[src/rtl/pc_control_unit.sv]
// PC unit for the single-cycle core: next-PC selection for branches/JAL/JALR,
// pipeline freeze, misaligned-target trap with EPC capture and trap return,
// double-fault halt, and a retired-instruction counter.
module pc_control_unit #(
  parameter int unsigned XLEN        = 64,
  parameter logic [XLEN-1:0] RESET_PC = '0,
  parameter logic [XLEN-1:0] TRAP_VEC = XLEN'('h200),
  parameter int unsigned ALIGN_CHECK = 1,
  parameter int unsigned CNT_W       = 32
) (
  input  logic             clk,
  input  logic             reset,
  input  logic             stall,
  input  logic             Branch,
  input  logic             Jump,
  input  logic             JumpReg,
  input  logic [2:0]       funct3,
  input  logic             Zero,
  input  logic             LessThan,
  input  logic             LessThanU,
  input  logic [XLEN-1:0]  immediate,
  input  logic [XLEN-1:0]  rs1_data,
  input  logic             trap_ret,
  output logic [XLEN-1:0]  PC_out,
  output logic [XLEN-1:0]  link_addr,
  output logic             take_branch,
  output logic [XLEN-1:0]  EPC,
  output logic             in_trap,
  output logic             halted,
  output logic [CNT_W-1:0] instret
);

  typedef enum logic [1:0] {
    S_RUN  = 2'd0,
    S_TRAP = 2'd1,
    S_HALT = 2'd2
  } state_t;

  state_t          r_state;
  logic [XLEN-1:0] r_pc;
  logic [XLEN-1:0] r_epc;
  logic [CNT_W-1:0] r_instret;

  logic            w_cond;
  logic [XLEN-1:0] w_pc_rel_tgt;
  logic [XLEN-1:0] w_jalr_tgt;
  logic [XLEN-1:0] w_target;
  logic [XLEN-1:0] w_next_pc;
  logic            w_redirect;
  logic            w_misaligned;

  // Branch condition decode from ALU flags; 010/011 are never taken.
  always_comb begin
    w_cond = 1'b0;
    case (funct3)
      3'b000:  w_cond = Zero;
      3'b001:  w_cond = ~Zero;
      3'b100:  w_cond = LessThan;
      3'b101:  w_cond = ~LessThan;
      3'b110:  w_cond = LessThanU;
      3'b111:  w_cond = ~LessThanU;
      default: w_cond = 1'b0;
    endcase
  end

  // Target selection: JALR > JAL > taken branch > sequential; all adds wrap.
  always_comb begin
    w_pc_rel_tgt = r_pc + immediate;
    w_jalr_tgt   = (rs1_data + immediate) & ~XLEN'(1);
    w_redirect   = JumpReg | Jump | (Branch & w_cond);
    w_target     = JumpReg ? w_jalr_tgt : w_pc_rel_tgt;
    w_next_pc    = w_redirect ? w_target : link_addr;
    w_misaligned = (ALIGN_CHECK != 0) && w_redirect && (w_target[1:0] != 2'b00);
  end

  // Control FSM with PC, EPC and retired-count updates; stall freezes everything.
  always_ff @(posedge clk or posedge reset) begin
    if (reset) begin
      r_state   <= S_RUN;
      r_pc      <= RESET_PC;
      r_epc     <= '0;
      r_instret <= '0;
    end else if (!stall) begin
      case (r_state)
        S_RUN: begin
          r_instret <= r_instret + CNT_W'(1);
          if (w_misaligned) begin
            r_pc    <= TRAP_VEC;
            r_epc   <= r_pc;
            r_state <= S_TRAP;
          end else begin
            r_pc <= w_next_pc;
          end
        end
        S_TRAP: begin
          r_instret <= r_instret + CNT_W'(1);
          if (trap_ret) begin
            r_pc    <= r_epc + XLEN'(4);
            r_state <= S_RUN;
          end else if (w_misaligned) begin
            // Double fault: PC and EPC keep the state that led here.
            r_state <= S_HALT;
          end else begin
            r_pc <= w_next_pc;
          end
        end
        S_HALT: begin
          r_state <= S_HALT;
        end
        default: begin
          r_state <= S_HALT;
        end
      endcase
    end
  end

  assign link_addr   = r_pc + XLEN'(4);
  assign take_branch = w_redirect;
  assign PC_out      = r_pc;
  assign EPC         = r_epc;
  assign in_trap     = (r_state == S_TRAP);
  assign halted      = (r_state == S_HALT);
  assign instret     = r_instret;

endmodule

[config.mk]
export PLATFORM = sky130hd
export DESIGN_NAME = pc_control_unit
export DESIGN_NICKNAME = d
export VERILOG_FILES = /design/src/rtl/pc_control_unit.sv
export SDC_FILE = /design/constraint.sdc
export NUM_CORES = 1
export LEC_CHECK = 0
export ABC_AREA = 0
export BUFFER_PORTS_ARGS = -buffer_cell sky130_fd_sc_hd__buf_2
export CAP_MARGIN = 5
export CORE_MARGIN = 2
export CORE_UTILIZATION = 55
export CTS_CLUSTER_DIAMETER = 100
export CTS_CLUSTER_SIZE = 25
export DETAILED_ROUTE_END_ITERATION = 12
export HOLD_SLACK_MARGIN = 0.06
export PLACE_DENSITY = 0.8
export SLEW_MARGIN = 10
export SYNTH_ARGS = -nofsm -noshare
export SYNTH_HDL_FRONTEND = slang
export SYNTH_SLANG_ARGS = --single-unit
[constraint.sdc]
create_clock -name clk -period 7.45 [get_ports clk]
set_input_delay 1.8625 -clock clk [delete_from_list [all_inputs] [get_ports clk]]
set_output_delay 1.8625 -clock clk [all_outputs]
set_load 0.005 [all_outputs]
==> After elaboration in Yosys (flattened, before gate mapping) <==
Cells that the tools add are included.
{ "op_classes": {"addsub": 5, "eq_ne": 10, "mux": 11, "n_bitwise": 7, "n_reduce_logical": 10} }
{ "ops": {"columns": ["op", "n"], "rows": [
  ["$mux W64", 5],
  ["$add A64 B3 Y64 const B", 2],
  ["$add A64 B64 Y64", 2],
  ["$pmux W64 S2", 1],
  ["$add A32 B1 Y32 const B", 1],
  ["$eq A3 B3 Y1 const B", 4],
  ["$reduce_and A3 Y1", 3],
  ["$mux W2", 3],
  ["$pmux W1 S6", 1],
  ["$not A1 Y1", 4],
  ["$pmux W2 S2", 1],
  ["$reduce_bool A2 Y1", 2],
  ["$eq A3 B1 Y1 const B", 1],
  ["$logic_not A3 Y1", 1],
  ["$ne A3 B2 Y1 const B", 1],
  ["$ne A3 B3 Y1 const B", 1],
  ["$eq A2 B1 Y1 const B", 1],
  ["$eq A2 B2 Y1 const B", 1],
  ["$logic_not A2 Y1", 1],
  ["$ne A2 B2 Y1 const B", 1],
  ["$or A1 B1 Y1", 2],
  ["$reduce_and A2 Y1", 1],
  ["$reduce_or A2 Y1", 1],
  ["$and A1 B1 Y1", 1],
  ["$logic_and A1 B1 Y1", 1]
]} }
{ "totals": {"ff_bits": 162, "inputBits": 141, "output_inout_bits": 227, "wordCells": 47} }

==> Longest topological paths before layout <==
{ "depth": {"ltp_word": 8, "depth_mapped": 14} }

==> Least setup slack after synthesis <==
Ideal clock, no wire load.
{ "synth_timing": {"kind": "in2out", "from": "input funct3[2]", "to": "output take_branch", "arrival_ps": 3293, "required_time_ps": 5588, "path_slack_ps": 2294, "stages": 8, "n_path_buf": 2, "path_cell_list": "mux2i_1 > xor2_1 > o21ai_1 > a21o_1 > buf_2 > nor2_1 > inv_1 > clkbuf_1"} }
{ "synth_between": {"elab_chain_cells": 4, "elab_cells_between_ends": 9, "classes_between": "5 x eq/ne; 1 x mux; 2 x bitwise; 1 x reduce/logical"} }
{ "synth_lines": {"columns": ["element", "line", "source"], "rows": [
  ["from (decl)", "17", "input logic [2:0] funct3,"],
  ["$eq A3 B3 Y1, or another cell as far along", "55", "case (funct3)"],
  ["$pmux W1 S6 *", "55", null],
  ["$and A1 B1 Y1 *", "70", "w_redirect = JumpReg | Jump | (Branch & w_cond);"],
  ["$or A1 B1 Y1 *", "70", null],
  ["to (decl)", "26", "output logic take_branch,"]
]} }
Mark *: on every way between the ends. The rest lies on a longest branch, timed or not.

==> Final worst setup path <==
{ "layout_timing": {"from": "register r_pc[9] (netlist: PC_out[9])", "to": "output link_addr[59]"} }
{ "layout_between": {"elab_chain_cells": 1} }
{ "layout_lines": {"columns": ["element", "line", "source"], "rows": [
  ["from (decl)", "40", "logic [XLEN-1:0] r_pc;"],
  ["from (signal assigned)", "92", "r_pc <= w_next_pc;"],
  ["from (signal assigned)", "98", "r_pc <= r_epc + XLEN'(4);"],
  ["from (signal assigned)", "104", "r_pc <= w_next_pc;"],
  ["$add A64 B3 Y64", "117", "assign link_addr = r_pc + XLEN'(4);"],
  ["to (decl)", "25", "output logic [XLEN-1:0] link_addr,"]
]} }
No other way between the ends.

==> results.md <==
* Post-route ant nets at 0
* Setup TNS at 0 ns
* Die boundary height at 183 um
* Post-synth cell types at 91
* Period utilization at 75.8%
* PnR Total Power at 0.00717 W
* Top cell type's share of synthesized area at between 20% and 30%
* Internal at between 0.003 and 0.004 W
* Max_slew headroom at between 10% and 20%
* Slew @ Worst Pin at roughly 1.3 ns
* Total die area at between 0.03 and 0.04 sq mm
* Area delta synth->final at 15.4%
* Post-synth EDFFs at 0
* Endpoint class of the critical path: primary output
* I/O Buffers at roughly 370
* Sequential share of power at 26.9%
* Clock sinks at 162
* Layout cell share with drive strength beyond 1 at about a fifth
* Synthesized instance count at about 2300
* Final Hold Fails at 0
* Avg Cell Area, Syn at slightly below 8 sq um
* Nature of the critical path startpoint: flip-flop
* Worst skew pair latency at 0.47 ns
* First-pass GRT wire length at about 110000 um
* Vias per Instance at just under 7
* Root Buffer: clkbuf_16
* Global Route Usage Sum at 44.2%
* Max incr delay on CP at between 0.7 and 0.8 ns
* Outcome: finished clean
* Sw power at 0.00375 W
* Pwr Density at 352 mW/mm^2
* Drt wl/cell at approximately 26 um
* Dpl cell area at 0.0197 sq mm
* Pin count of the biggest net entering global routing at 83
* GPL Wtd Cong at about 1.1
* NumNets Final at around 2800
* Sw Ratio at 52.3%
* Unrepaired setup endpoints after global routing: false
* Vias in the first global route at 19100
* Leakage power at approximately 9.4 nW
* Ys Warns at 0
* Arrival time worst endpoint at approximately 3.8 ns
* DRT Wirelength at 75700 um
* Core Region at 0.0316 sq mm
* Top post-synthesis cells by area: dfrtp_1, ha_1, xnor2_1
* Maximum vdd drop at 240 uV
* Util after Layout at 64.6%
* Crit Path Max Fanout at 8
* Worst R2R Setup Slack at between 3 and 4 ns
* Hold depth at 1
* Clk slew on worst S/H paths at around 0.09 ns
* Synth area leader: dfrtp_1
* Global route overflow at 0
* Clock tree from TritonCTS: built
* Worst Path Required at 5.59 ns
* CTS resizes at 0
* Post-CTS Repair Setup Buffers at 0
* Peak Freq at roughly 180 MHz
* Final Critical Period at between 5 and 6 ns
* Critical setup path kind: flip-flop to primary output
* Mapped cell area at about 0.018 sq mm
* Combinational power share at 59.6%
* I/O pin cnt at approximately 370
* Finished Cell Area at slightly above 0.02 sq mm
* Cells along the critical path: and4_1 > nand3_1 > or4b_1 > nor3_4 > nand2_1 > nor2_1 > xor2_1 > buf_2
* Ys flop type: dfrtp_1
* CTS H-tree depth at 4
* Reg2reg end: PC_out[60]
* Sequential area share after synthesis at a little under a quarter
* Initial antenna violation count at 2
* # hold bufs at CTS at 0
* # rows at 65
* TritonCTS buffer count at 17
* Starting density of the core at 56.0%
* Syn nets at ~2500
* Hold Crit Class: flip-flop to flip-flop
* Clk buf depth at 2
* Clk pwr share at 13.5%
* DR vias at just over 20000
* Hold EP: instret[25]
* Initial DRC count at 2539
* Pre-antenna DRT Iters at 7
* Worst R2R Start: PC_out[2]
* Post-Route Skew at approximately 0.016 ns
* WHS at roughly 0.50 ns
* Hold_sp: instret[25]
* Worst reg-to-reg path cell count at 11
* FF+latch count, synth at around 160
* Total of max-cap violations at 0
* Crit-path slowest cell: or4b_1
* Ys async rst share at 100%
* # DRC at 0
* Final setup fails at 0
* Die Wd at 183 um
* Hpwl dp at ~58000 um
* Pins Over Slew Limit at 0
* Fill cell count at between 2000 and 3000
==> power groups by stage <==
stage | Combinational, W | Clock [W] | Sequential [W]
after floorplan | 0.00267 | 0 | 0.00168
after global placement | 0.00410 | 0 | 0.00189
after detailed placement | 0.00413 | 0 | 0.00190
after CTS | 0.00415 | 0.000969 | 0.00189
after global routing | 0.00458 | 0.000998 | 0.00196
final | 0.00427 | 0.000967 | 0.00193
==> kinds of logic after synthesis <==
family / Yosys count / share of synthesized area [%]
AND/OR/NAND/NOR: 764 / 21.2
adder cells (fa/ha/maj): 130 / 9.29
XOR/XNOR: 259 / 12.8
multiplexers: 72 / 4.52
flip-flops: 162 / 22.9
AO/OA/AOI/OAI: 690 / 25.4
buffers and inverters: 173 / 3.79
==> stage by stage <==
| stage | setup WS (ns) | std cells |
|---|---|---|
| 2_1_floorplan | 1.21 | 2250 |
| 3_3_place_gp | 1.72 | 2921 |
| 3_5_place_dp | 1.77 | 2921 |
| 4_1_cts | 1.87 | 2953 |
| 5_1_grt | 1.59 | 2954 |
| 6_report | 1.80 | 2955 |
==> per-layer routing <==
layer  up-vias  part of all wire (%)  global-route usage, %
li1       8881                     -                      -
met1      9534                    39                   59.3
met2      1439                    43                   67.8
met3       314                    11                   8.94
met4         2                   5.8                   22.4
met5         -                 0.024                      0
==> layout make-up <==
| type | count | area, sq um | share of cell area (%) |
|---|---|---|---|
| multi-input combinational | 1915 | 13000 | 63.6 |
| sequential | 162 | 4050 | 19.9 |
| timing repair buffer | 390 | 2030 | 9.95 |
| tap | 402 | 503 | 2.47 |
| clock buffer | 17 | 425 | 2.09 |
| clock inverter | 15 | 206 | 1.01 |
| inverter | 53 | 204 | 1.00 |
| antenna | 1 | 2.50 | 0.0123 |
==> synth_stat cells, types with 16 or more instances <==
| library cell | instances |
|---|---|
| nor2_1 | 164 |
| a211oi_1 | 36 |
| nand4_1 | 70 |
| o211ai_1 | 19 |
| xnor2_1 | 153 |
| clkbuf_1 | 98 |
| nand2b_1 | 20 |
| a21oi_1 | 209 |
| and3_1 | 44 |
| dfrtp_1 | 162 |
| nor4_1 | 16 |
| o21ai_1 | 20 |
| a21o_1 | 67 |
| o21bai_1 | 29 |
| inv_1 | 52 |
| o21ai_0 | 124 |
| o21a_1 | 19 |
| nor3_1 | 52 |
| xor2_1 | 106 |
| ha_1 | 128 |
| nand2_1 | 222 |
| a31oi_1 | 21 |
| mux2_2 | 62 |
| nand3_1 | 97 |
==> registers in the layout, indices dropped and copies added, names as in the netlist, named ones only <==
register,cells
EPC,64
PC_out,63
instret,32
r_state,2
==> critical path: cells and delay by family (launching register included) <==
family,cells,cell delay (ns)
and+or+nand+nor,6,2.16
buffers and inverters,1,0.20
xor gates and xnor gates,1,0.35
DFF,1,0.60
==> layout by cell type (no fill, tap or decap), types with 70 or more instances in the layout <==
cell / netlist / layout
a21oi_1: 209 / 208
dfrtp_1: 162 / 162
buf_2: 10 / 367
nand4_1: 70 / 70
xor2_1: 106 / 106
nand2_1: 222 / 221
o21ai_0: 124 / 124
nand3_1: 97 / 97
ha_1: 128 / 128
nor2_1: 164 / 163
xnor2_1: 153 / 153
==> worst max path at each step <==
stage,from,end,cells after the start
after floorplan,reset,EPC[0],1
after global placement,immediate[25],PC_out[60],13
after detailed placement,immediate[1],PC_out[62],14
after CTS,PC_out[9],link_addr[49],7
after global routing,PC_out[9],link_addr[49],7
final,PC_out[9],link_addr[59],8
Note: power is estimated with default switching activity, not from simulation.
